`src/rtl/instr_encoder_loader_pkg.sv`:
```
// Shared LEGv8 encoder definitions: mnemonic codes, instruction formats,
// standard opcodes and loader FSM states.
package instr_encoder_loader_pkg;

  typedef enum logic [4:0] {
    MN_ADD    = 5'd0,
    MN_SUB    = 5'd1,
    MN_AND    = 5'd2,
    MN_ORR    = 5'd3,
    MN_ADDI   = 5'd4,
    MN_SUBI   = 5'd5,
    MN_ANDI   = 5'd6,
    MN_ORRI   = 5'd7,
    MN_EORI   = 5'd8,
    MN_LDUR   = 5'd9,
    MN_LDURB  = 5'd10,
    MN_LDURH  = 5'd11,
    MN_LDURSW = 5'd12,
    MN_STUR   = 5'd13,
    MN_STURB  = 5'd14,
    MN_STURH  = 5'd15,
    MN_STURW  = 5'd16,
    MN_CBZ    = 5'd17,
    MN_CBNZ   = 5'd18,
    MN_B      = 5'd19
  } mnem_e;

  typedef enum logic [2:0] {
    FMT_R,
    FMT_I,
    FMT_D,
    FMT_CB,
    FMT_B
  } fmt_e;

  typedef enum logic [2:0] {
    ST_IDLE,
    ST_LOAD,
    ST_DRAIN,
    ST_DONE,
    ST_ERROR
  } state_e;

  localparam logic [10:0] OP_ADD    = 11'b10001011000;
  localparam logic [10:0] OP_SUB    = 11'b11001011000;
  localparam logic [10:0] OP_AND    = 11'b10001010000;
  localparam logic [10:0] OP_ORR    = 11'b10101010000;
  localparam logic [9:0]  OP_ADDI   = 10'b1001000100;
  localparam logic [9:0]  OP_SUBI   = 10'b1101000100;
  localparam logic [9:0]  OP_ANDI   = 10'b1001001000;
  localparam logic [9:0]  OP_ORRI   = 10'b1011001000;
  localparam logic [9:0]  OP_EORI   = 10'b1101001000;
  localparam logic [10:0] OP_LDUR   = 11'b11111000010;
  localparam logic [10:0] OP_LDURB  = 11'b00111000010;
  localparam logic [10:0] OP_LDURH  = 11'b01111000010;
  localparam logic [10:0] OP_LDURSW = 11'b10111000100;
  localparam logic [10:0] OP_STUR   = 11'b11111000000;
  localparam logic [10:0] OP_STURB  = 11'b00111000000;
  localparam logic [10:0] OP_STURH  = 11'b01111000000;
  localparam logic [10:0] OP_STURW  = 11'b10111000000;
  localparam logic [7:0]  OP_CBZ    = 8'b10110100;
  localparam logic [7:0]  OP_CBNZ   = 8'b10110101;
  localparam logic [5:0]  OP_B      = 6'b000101;

endpackage

```
`src/rtl/instr_encoder_loader_pack.sv`:
```
// Combinational LEGv8 packer: mnemonic plus operand fields to a 32-bit
// instruction word, with a flag for recognised mnemonics.
module instr_pack
  import instr_encoder_loader_pkg::*;
(
  input  logic [4:0]  mnem_i,
  input  logic [4:0]  rd_i,
  input  logic [4:0]  rn_i,
  input  logic [4:0]  rm_i,
  input  logic [5:0]  shamt_i,
  input  logic [25:0] imm_i,
  output logic [31:0] word_o,
  output logic        valid_o
);

  fmt_e        fmt;
  logic [10:0] op;

  always_comb begin
    fmt     = FMT_B;
    op      = '0;
    valid_o = 1'b1;
    case (mnem_i)
      MN_ADD:    begin fmt = FMT_R;  op = OP_ADD;         end
      MN_SUB:    begin fmt = FMT_R;  op = OP_SUB;         end
      MN_AND:    begin fmt = FMT_R;  op = OP_AND;         end
      MN_ORR:    begin fmt = FMT_R;  op = OP_ORR;         end
      MN_ADDI:   begin fmt = FMT_I;  op = 11'(OP_ADDI);   end
      MN_SUBI:   begin fmt = FMT_I;  op = 11'(OP_SUBI);   end
      MN_ANDI:   begin fmt = FMT_I;  op = 11'(OP_ANDI);   end
      MN_ORRI:   begin fmt = FMT_I;  op = 11'(OP_ORRI);   end
      MN_EORI:   begin fmt = FMT_I;  op = 11'(OP_EORI);   end
      MN_LDUR:   begin fmt = FMT_D;  op = OP_LDUR;        end
      MN_LDURB:  begin fmt = FMT_D;  op = OP_LDURB;       end
      MN_LDURH:  begin fmt = FMT_D;  op = OP_LDURH;       end
      MN_LDURSW: begin fmt = FMT_D;  op = OP_LDURSW;      end
      MN_STUR:   begin fmt = FMT_D;  op = OP_STUR;        end
      MN_STURB:  begin fmt = FMT_D;  op = OP_STURB;       end
      MN_STURH:  begin fmt = FMT_D;  op = OP_STURH;       end
      MN_STURW:  begin fmt = FMT_D;  op = OP_STURW;       end
      MN_CBZ:    begin fmt = FMT_CB; op = 11'(OP_CBZ);    end
      MN_CBNZ:   begin fmt = FMT_CB; op = 11'(OP_CBNZ);   end
      MN_B:      begin fmt = FMT_B;  op = 11'(OP_B);      end
      default:   valid_o = 1'b0;
    endcase
  end

  // Opcodes narrower than 11 bits sit zero-extended in op; each format
  // slices only its own opcode width.
  always_comb begin
    word_o = '0;
    if (valid_o) begin
      case (fmt)
        FMT_R:   word_o = {op, rm_i, shamt_i, rn_i, rd_i};
        FMT_I:   word_o = {op[9:0], imm_i[11:0], rn_i, rd_i};
        FMT_D:   word_o = {op, imm_i[8:0], 2'b00, rn_i, rd_i};
        FMT_CB:  word_o = {op[7:0], imm_i[18:0], rd_i};
        FMT_B:   word_o = {op[5:0], imm_i};
        default: word_o = '0;
      endcase
    end
  end

endmodule

```
`src/rtl/instr_encoder_loader.sv`:
```
// Streaming LEGv8 encoder and instruction-memory loader.
// Define INSTR_LOADER_CHECKSUM_EN to add a running XOR checksum output.
module instr_encoder_loader
  import instr_encoder_loader_pkg::*;
#(
  parameter int ADDR_W    = 8,
  parameter int DEPTH     = 256,
  parameter int BASE_ADDR = 0
) (
  input  logic              clk,
  input  logic              reset,
  input  logic              start,
  input  logic              in_valid,
  output logic              in_ready,
  input  logic [4:0]        in_mnem,
  input  logic [4:0]        in_rd,
  input  logic [4:0]        in_rn,
  input  logic [4:0]        in_rm,
  input  logic [5:0]        in_shamt,
  input  logic [25:0]       in_imm,
  input  logic              in_last,
  output logic              imem_we,
  output logic [ADDR_W-1:0] imem_addr,
  output logic [31:0]       imem_wdata,
  output logic              busy,
  output logic              done,
  output logic              error,
  output logic [ADDR_W:0]   count
`ifdef INSTR_LOADER_CHECKSUM_EN
  ,
  output logic [31:0]       checksum
`endif
);

  localparam logic [ADDR_W:0]   DEPTH_C = (ADDR_W+1)'(DEPTH);
  localparam logic [ADDR_W-1:0] BASE_C  = ADDR_W'(BASE_ADDR);

  state_e            state_q;
  logic              in_ready_q, imem_we_q, busy_q, done_q, error_q, drain_err_q;
  logic [ADDR_W-1:0] imem_addr_q, next_addr_q, next_addr_d;
  logic [31:0]       imem_wdata_q, enc_word_d;
  logic [ADDR_W:0]   count_q, count_d;
  logic              enc_valid_d, accept_d;

  instr_pack u_pack (
    .mnem_i  (in_mnem),
    .rd_i    (in_rd),
    .rn_i    (in_rn),
    .rm_i    (in_rm),
    .shamt_i (in_shamt),
    .imm_i   (in_imm),
    .word_o  (enc_word_d),
    .valid_o (enc_valid_d)
  );

  assign accept_d    = in_valid && in_ready_q;
  assign count_d     = count_q + 1'b1;
  assign next_addr_d = next_addr_q + 1'b1;

`ifdef INSTR_LOADER_CHECKSUM_EN
  logic [31:0] csum_q;
  assign checksum = csum_q;
`endif

  always_ff @(posedge clk or posedge reset) begin
    if (reset) begin
      state_q      <= ST_IDLE;
      in_ready_q   <= 1'b0;
      imem_we_q    <= 1'b0;
      busy_q       <= 1'b0;
      done_q       <= 1'b0;
      error_q      <= 1'b0;
      drain_err_q  <= 1'b0;
      imem_addr_q  <= BASE_C;
      next_addr_q  <= BASE_C;
      imem_wdata_q <= '0;
      count_q      <= '0;
`ifdef INSTR_LOADER_CHECKSUM_EN
      csum_q       <= '0;
`endif
    end else begin
      imem_we_q <= 1'b0;
`ifdef INSTR_LOADER_CHECKSUM_EN
      if (imem_we_q) csum_q <= csum_q ^ imem_wdata_q;
`endif
      case (state_q)
        ST_IDLE, ST_DONE, ST_ERROR: begin
          if (start) begin
            state_q     <= ST_LOAD;
            in_ready_q  <= 1'b1;
            busy_q      <= 1'b1;
            done_q      <= 1'b0;
            error_q     <= 1'b0;
            count_q     <= '0;
            next_addr_q <= BASE_C;
`ifdef INSTR_LOADER_CHECKSUM_EN
            csum_q      <= '0;
`endif
          end
        end
        ST_LOAD: begin
          if (accept_d) begin
            if (!enc_valid_d) begin
              state_q    <= ST_ERROR;
              in_ready_q <= 1'b0;
              busy_q     <= 1'b0;
              error_q    <= 1'b1;
            end else begin
              imem_we_q    <= 1'b1;
              imem_addr_q  <= next_addr_q;
              imem_wdata_q <= enc_word_d;
              next_addr_q  <= next_addr_d;
              count_q      <= count_d;
              // A full session without in_last still drains its final
              // write before reporting the overflow.
              if (in_last || count_d == DEPTH_C) begin
                state_q     <= ST_DRAIN;
                in_ready_q  <= 1'b0;
                drain_err_q <= !in_last;
              end
            end
          end
        end
        ST_DRAIN: begin
          busy_q <= 1'b0;
          if (drain_err_q) begin
            state_q <= ST_ERROR;
            error_q <= 1'b1;
          end else begin
            state_q <= ST_DONE;
            done_q  <= 1'b1;
          end
        end
        default: state_q <= ST_IDLE;
      endcase
    end
  end

  assign in_ready   = in_ready_q;
  assign imem_we    = imem_we_q;
  assign imem_addr  = imem_addr_q;
  assign imem_wdata = imem_wdata_q;
  assign busy       = busy_q;
  assign done       = done_q;
  assign error      = error_q;
  assign count      = count_q;

endmodule

```
`config.mk`:
```
export PLATFORM = sky130hd
export DESIGN_NAME = instr_encoder_loader
export DESIGN_NICKNAME = d
export VERILOG_FILES = /design/src/rtl/instr_encoder_loader_pkg.sv /design/src/rtl/instr_encoder_loader_pack.sv /design/src/rtl/instr_encoder_loader.sv
export SDC_FILE = /design/constraint.sdc
export NUM_CORES = 1
export LEC_CHECK = 0
export BUFFER_PORTS_ARGS = -buffer_cell sky130_fd_sc_hd__buf_2
export CAP_MARGIN = 20
export CORE_ASPECT_RATIO = 1.25
export CORE_MARGIN = 2
export CORE_UTILIZATION = 35
export DETAILED_ROUTE_END_ITERATION = 8
export SKIP_LAST_GASP = 1
export SLEW_MARGIN = 20
export SYNTH_ARGS = -nofsm -noshare
export SYNTH_HDL_FRONTEND = slang
export SYNTH_SLANG_ARGS = --single-unit
```
`constraint.sdc`:
```
create_clock -name clk -period 5.55 [get_ports clk]
set_input_delay 0.8325 -clock clk [delete_from_list [all_inputs] [get_ports clk]]
set_output_delay 0.8325 -clock clk [all_outputs]
set_load 0.05 [all_outputs]
```
# Yosys cells after proc, flatten, opt, wreduce, memory -nomap -nowiden
# Index checks and enable logic that the tools add are counted.
word_totals:
  ff_bits: 66
  latchBits: 0
  ramBits: 0
  rom_bits: 0
  output_inout_bits: 54
  memories: 0
classes:
  n_addsub: 2
  multipliers: 0
  div: 0
  n_lt_le_gt_ge: 0
  eq_ne: 35
  n_shift: 0
  n_mux: 36
  bitwise: 0
  reduce_logical: 23
op_table:
  columns: ["cell", "count"]
  rows:
  - ["11-bit one-hot mux with 20 select lines", 1]
  - ["32-bit one-hot mux with 5 select lines", 1]
  - ["5-bit by 4-bit == test with 1-bit output (second input constant)", 8]
  - ["9-bit two-way mux", 3]
  - ["8-bit two-way mux", 3]
  - ["5-bit by 3-bit == test with 1-bit output (second input constant)", 4]
  - ["5-bit == test (second input constant)", 4]
  - ["20-bit OR reduction", 1]
  - ["9-bit one-hot mux with 2 select lines", 1]
  - ["8-bit one-hot mux with 2 select lines", 1]
  - ["4-bit AND reduction", 4]
  - ["1-bit two-way mux", 15]
  - ["3-bit two-way mux", 5]
  - ["3-bit by 2-bit == test with 1-bit output (second input constant)", 4]
  - ["2-bit != test (second input constant)", 6]
  - ["3-bit one-hot mux with 4 select lines", 1]
  - ["5-bit by 2-bit == test with 1-bit output (second input constant)", 2]
  - ["9-bit by 1-bit adder with 9-bit output (second input constant)", 1]
  - ["9-bit == test (second input constant)", 1]
  - ["3-bit one-hot mux with 3 select lines", 1]
  - ["3-bit AND reduction", 3]
  - ["8-bit by 1-bit adder with 8-bit output (second input constant)", 1]
  - ["8-bit OR reduction", 1]
  - ["3-bit by 1-bit == test with 1-bit output (second input constant)", 2]
  - ["17 further kinds", 22]

# Depth between registers and ports, before layout
logic_depth:
  word_depth: 7
  mapped_depth: 9
  ltp_nobuf: 6

# By module
# A second synthesis with hierarchy kept.
hier_totals:
  hier_cells: 467
  area_unflattened_um2: 3771.1
modules_own_cells:
  columns: ["mod", "n_inst", "cells_each", "area_each_um2", "seq_area_each_um2"]
  rows:
  - ["instr_encoder_loader", 1, 329, 2920.3, 1651.6]
  - ["instr_pack", 1, 138, 850.8, 0.0]

# Worst setup path before layout
# No wires, ideal clock.
synth_timing:
  kind: "reg2reg"
  startpoint: "reg count_q[0] (netlist: count[0])"
  endpoint: "reg state_q[1]"
  setup_ns: 0.129
  arrival_ns: 1.862
  required_ns: 5.421
  slack_ns: 3.559
  stages_incl_launch_ff: 7
  period_less_slack_ns: 1.991
  path_cell_list: "dfrtp_1 > ha_1 > nand3_1 > a2bb2oi_1 > nor2_1 > and4_4 > o41a_1"
synth_between:
  elab_chain_cells: 5
synth_rtl:
  columns: ["item", "line_no", "text"]
  rows:
  - ["from (decl)", "instr_encoder_loader.sv:42", "logic [ADDR_W:0] count_q, count_d;"]
  - ["from (signal assigned)", "instr_encoder_loader.sv:113", "count_q <= count_d;"]
  - ["9-bit by 1-bit adder with 9-bit output", "instr_encoder_loader.sv:57", "assign count_d = count_q + 1'b1;"]
  - ["9-bit == test", "instr_encoder_loader.sv:116", "if (in_last || count_d == DEPTH_C) begin"]
  - ["1-bit logical OR", "instr_encoder_loader.sv:116", null]
  - ["3-bit != test (no line)", null, null]
  - ["3-bit AND reduction (no line)", null, null]
  - ["to (signal assigned)", "instr_encoder_loader.sv:117", "state_q <= ST_DRAIN;"]
  - ["to (signal assigned)", "instr_encoder_loader.sv:127", "state_q <= ST_ERROR;"]
  - ["to (signal assigned)", "instr_encoder_loader.sv:130", "state_q <= ST_DONE;"]
  - ["to (decl)", "instr_encoder_loader.sv:38", "state_e state_q;"]
# No other way between the ends.
# A chain may end at the register's enable or synchronous reset.

# Worst setup path in the final report
layout_timing:
  startpoint: "in in_mnem[4]"
  endpoint: "reg drain_err_q"
layout_between:
  elab_chain_cells: 4
  elab_cells_between_ends: 23
layout_rtl:
  columns: ["item", "line_no", "text"]
  rows:
  - ["from (decl)", "instr_encoder_loader.sv:15", "input logic [4:0] in_mnem,"]
  - ["5-bit by 1-bit == test with 1-bit output, or another cell as far along", "instr_encoder_loader_pack.sv:23", "case (mnem_i)"]
  - ["20-bit OR reduction (no line) (*)", null, null]
  - ["1-bit two-way mux (*)", "instr_encoder_loader_pack.sv:23", null]
  - ["4-bit AND reduction (no line) (*)", null, null]
  - ["to (signal assigned)", "instr_encoder_loader.sv:119", "drain_err_q <= !in_last;"]
  - ["to (decl)", "instr_encoder_loader.sv:39", "logic in_ready_q, imem_we_q, busy_q, done_q, error_q, drain_err_q;"]
# Mark *: on every way between the ends. The rest lies on a longest branch, timed or not.

==> impl_metrics.json <==
{
  "status": "finished clean",
  "core_region_area_sq_um": 10110,
  "cts.path.max_buffers": 2,
  "ioPinCount": 111,
  "cts.clk_slew.worst_paths_ns": 0.05,
  "grt_max_degree": 67,
  "post-cts-setup-buffers": 0,
  "dpl.hpwl_mm": 7.061,
  "wl_per_cell_um": 15.36,
  "dp.cells": 628,
  "cts.repair.resized": 0,
  "synth.most_common_cell": "nand2_1",
  "max_stage_delay_ns": 0.48,
  "drv_slew": 0,
  "clkLatencyLatePin_ns": 0.33,
  "critPathMaxFanout": 50,
  "clock_skew_ns": 0.004999,
  "yosysTopAreaCellShare_pct": 45.27,
  "ys_ff_latch": 66,
  "die_y_um": 118.2,
  "start_util_pct": 36.10,
  "syn2layout_area_growth_pct": 24.11,
  "fin_nets": 570,
  "hold_viol_final": 0,
  "cts-buffers-inserted": 9,
  "cp_slowest_cell": "buf_4",
  "viasPerCell": 5.444,
  "power.density_nw_per_um2": 549.7,
  "cp-start-kind": "primary input",
  "synth_edf_count": 0,
  "hold_path.class": "register to register",
  "drc": 0,
  "grt_pass1_wl_mm": 16.35,
  "worstPathCellList": "buf_2 > o21ai_1 > nand3_2 > buf_4 > inv_2 > nor2_1 > a21oi_1 > o21a_1",
  "grt_pass1_vias": 3327,
  "place_congestion": 0.8091,
  "fin_cells": 644,
  "rsz0062_at_grt": "no",
  "synth_common_cells": "75 x nand2_1, 66 x dfrtp_1, 42 x nor2_1",
  "peakVddDrop_mv": 0.2276,
  "setup_viol": 0,
  "rows": 41,
  "synthesis.nets": 476,
  "end_kind": "register",
  "dieArea_sq_um": 11260,
  "fp.dieW_um": 95.32,
  "final_core_util_pct": 44.81,
  "fillers": 1010,
  "cts_max_level": 3,
  "fin_crit_sh_pct": 48.01,
  "yosysSeqAreaShare_pct": 45.27,
  "grt_overflow": 0,
  "syn-cell-area_sq_um": 3648,
  "min_period_ns": 2.665,
  "syn_inst": 416,
  "cap_violations": 0,
  "root_buffer": "clkbuf_16",
  "numPortBuffers": 110,
  "yosysWarnings": 0,
  "dr.pass1.iters": 7,
  "drive_gt1_share_pct": 27.18,
  "n_antenna_cell": 0,
  "tightest_slew_ns": 1.056,
  "timing.fmax_mhz": 375.3,
  "synth_top_area_cell": "dfrtp_1",
  "dr.first_iter.drc_count": 271,
  "ys_types": 56,
  "p_leak_nw": 2.172,
  "synthArstFlopShare_pct": 100.0,
  "vias": 3506,
  "postSynthAreaPerCell_sq_um": 8.770,
  "synthTopCellsByArea": "dfrtp_1 45%, nand2_1 7.7%, a222oi_1 4.7%",
  "grt_util_all_layers_pct": 18.32,
  "slew_headroom_pct": 29.19,
  "routed_wl_mm": 9.895,
  "antenna_found_initial": 0,
  "required_ns": 5.77,
  "holdWs_ns": 0.4657,
  "hold_buffers": 0,
  "fin_tns_setup_ns": 0,
  "crit_type": "primary input to register",
  "synthFlopType": "dfrtp_1",
  "ant_nets": 0,
  "cts_tree": "yes",
  "cts.sinks": 66,
  "critical_path_arrival_ns": 2.89
}
## state kept, by name, indices dropped and copies added (netlist names)
signal,flops
imem_wdata,32
count,9
imem_addr,8
next_addr_q,8
state_q,3
busy,1
done,1
drain_err_q,1
error,1
imem_we,1
in_ready,1
## through the flow
| step | setup WS, ns | total power, mW | area [sq um] |
|---|---|---|---|
| finish | 2.885 | 2.489 | 4528 |
| global route | 2.629 | 2.640 | 4528 |
| CTS | 2.879 | 2.517 | 4528 |
| detailed placement | 2.524 | 1.896 | 4208 |
| global placement | 2.605 | 1.882 | 4208 |
| floorplan | 3.063 | 1.642 | 3649 |
## worst paths after layout
kind / startpoint / to / slack, ns / cells past startpoint
min: imem_addr[2] / imem_addr[2] / 0.47 / 2
max reg2reg: state_q[0] / drain_err_q / 3.04 / 7
min reg2reg: imem_addr[2] / imem_addr[2] / 0.47 / 2
max: in_mnem[4] / drain_err_q / 2.89 / 8
max in group asynchronous: reset / imem_wdata[5] / 4.25 / 3
min in group asynchronous: reset / imem_addr[6] / 0.76 / 3
## worst max-delay path: cells and delay by family
family                 cells  cell delay (ns)
and+or+nand+nor            2             0.46
buffers and inverters      3             1.19
AOI/OAI and AO/OA          3             0.39
## report_power, final
group          internal [mW]  switching [mW]  total, mW
combinational          0.285           0.830       1.12
sequential             0.634           0.131      0.765
clock                  0.404           0.206      0.609
total                   1.32            1.17       2.49
## cell families (layout without fill, tap and decap cells)
logic type,Yosys count,in the layout,synth area share [%]
muxes,9,9,2.503
buffers and inverters,36,135,5.452
xor gates and xnor gates,3,3,0.7203
and+or+nand+nor,156,156,19.17
adders and majority gates,3,3,1.029
AOI/OAI and AO/OA,143,143,25.86
DFF,66,66,45.27
## cells in the final DEF (no fill, tap or decap), types with 4 or more instances in the layout
master     netlist  final
nand3_1          9      8
a22o_1           4      4
nand4_1          4      4
buf_2           15    110
a222oi_1        17     17
nand2_1         75     75
mux2i_1          8      8
a21oi_1         25     25
and3_1           5      5
o21a_1           4      4
dfrtp_1         66     66
o21ai_1         21     21
clkbuf_16        0      9
o21ai_0         31     31
a31oi_1         16     16
inv_1            6      5
nor2_1          42     42
o31ai_1          4      4
nand2b_1         6      6
## layout make-up
| cell class | instances | area [sq um] | area share [%] |
|---|---|---|---|
| clock inverters | 5 | 77.57 | 1.713 |
| multi-input cells | 314 | 1803 | 39.82 |
| well taps | 129 | 161.4 | 3.565 |
| repair buffers | 112 | 565.5 | 12.49 |
| inverters | 7 | 26.28 | 0.5803 |
| flip-flops and latches | 66 | 1652 | 36.47 |
| clock buffers | 11 | 242.7 | 5.361 |
## metal layers
metal	global-route usage, %	part of all wire, %
met1	23.84	42
met2	29.05	48
met3	6.246	8.3
met4	4.620	1.1
met5	0	0
Note: power is estimated with default switching activity, not from simulation.
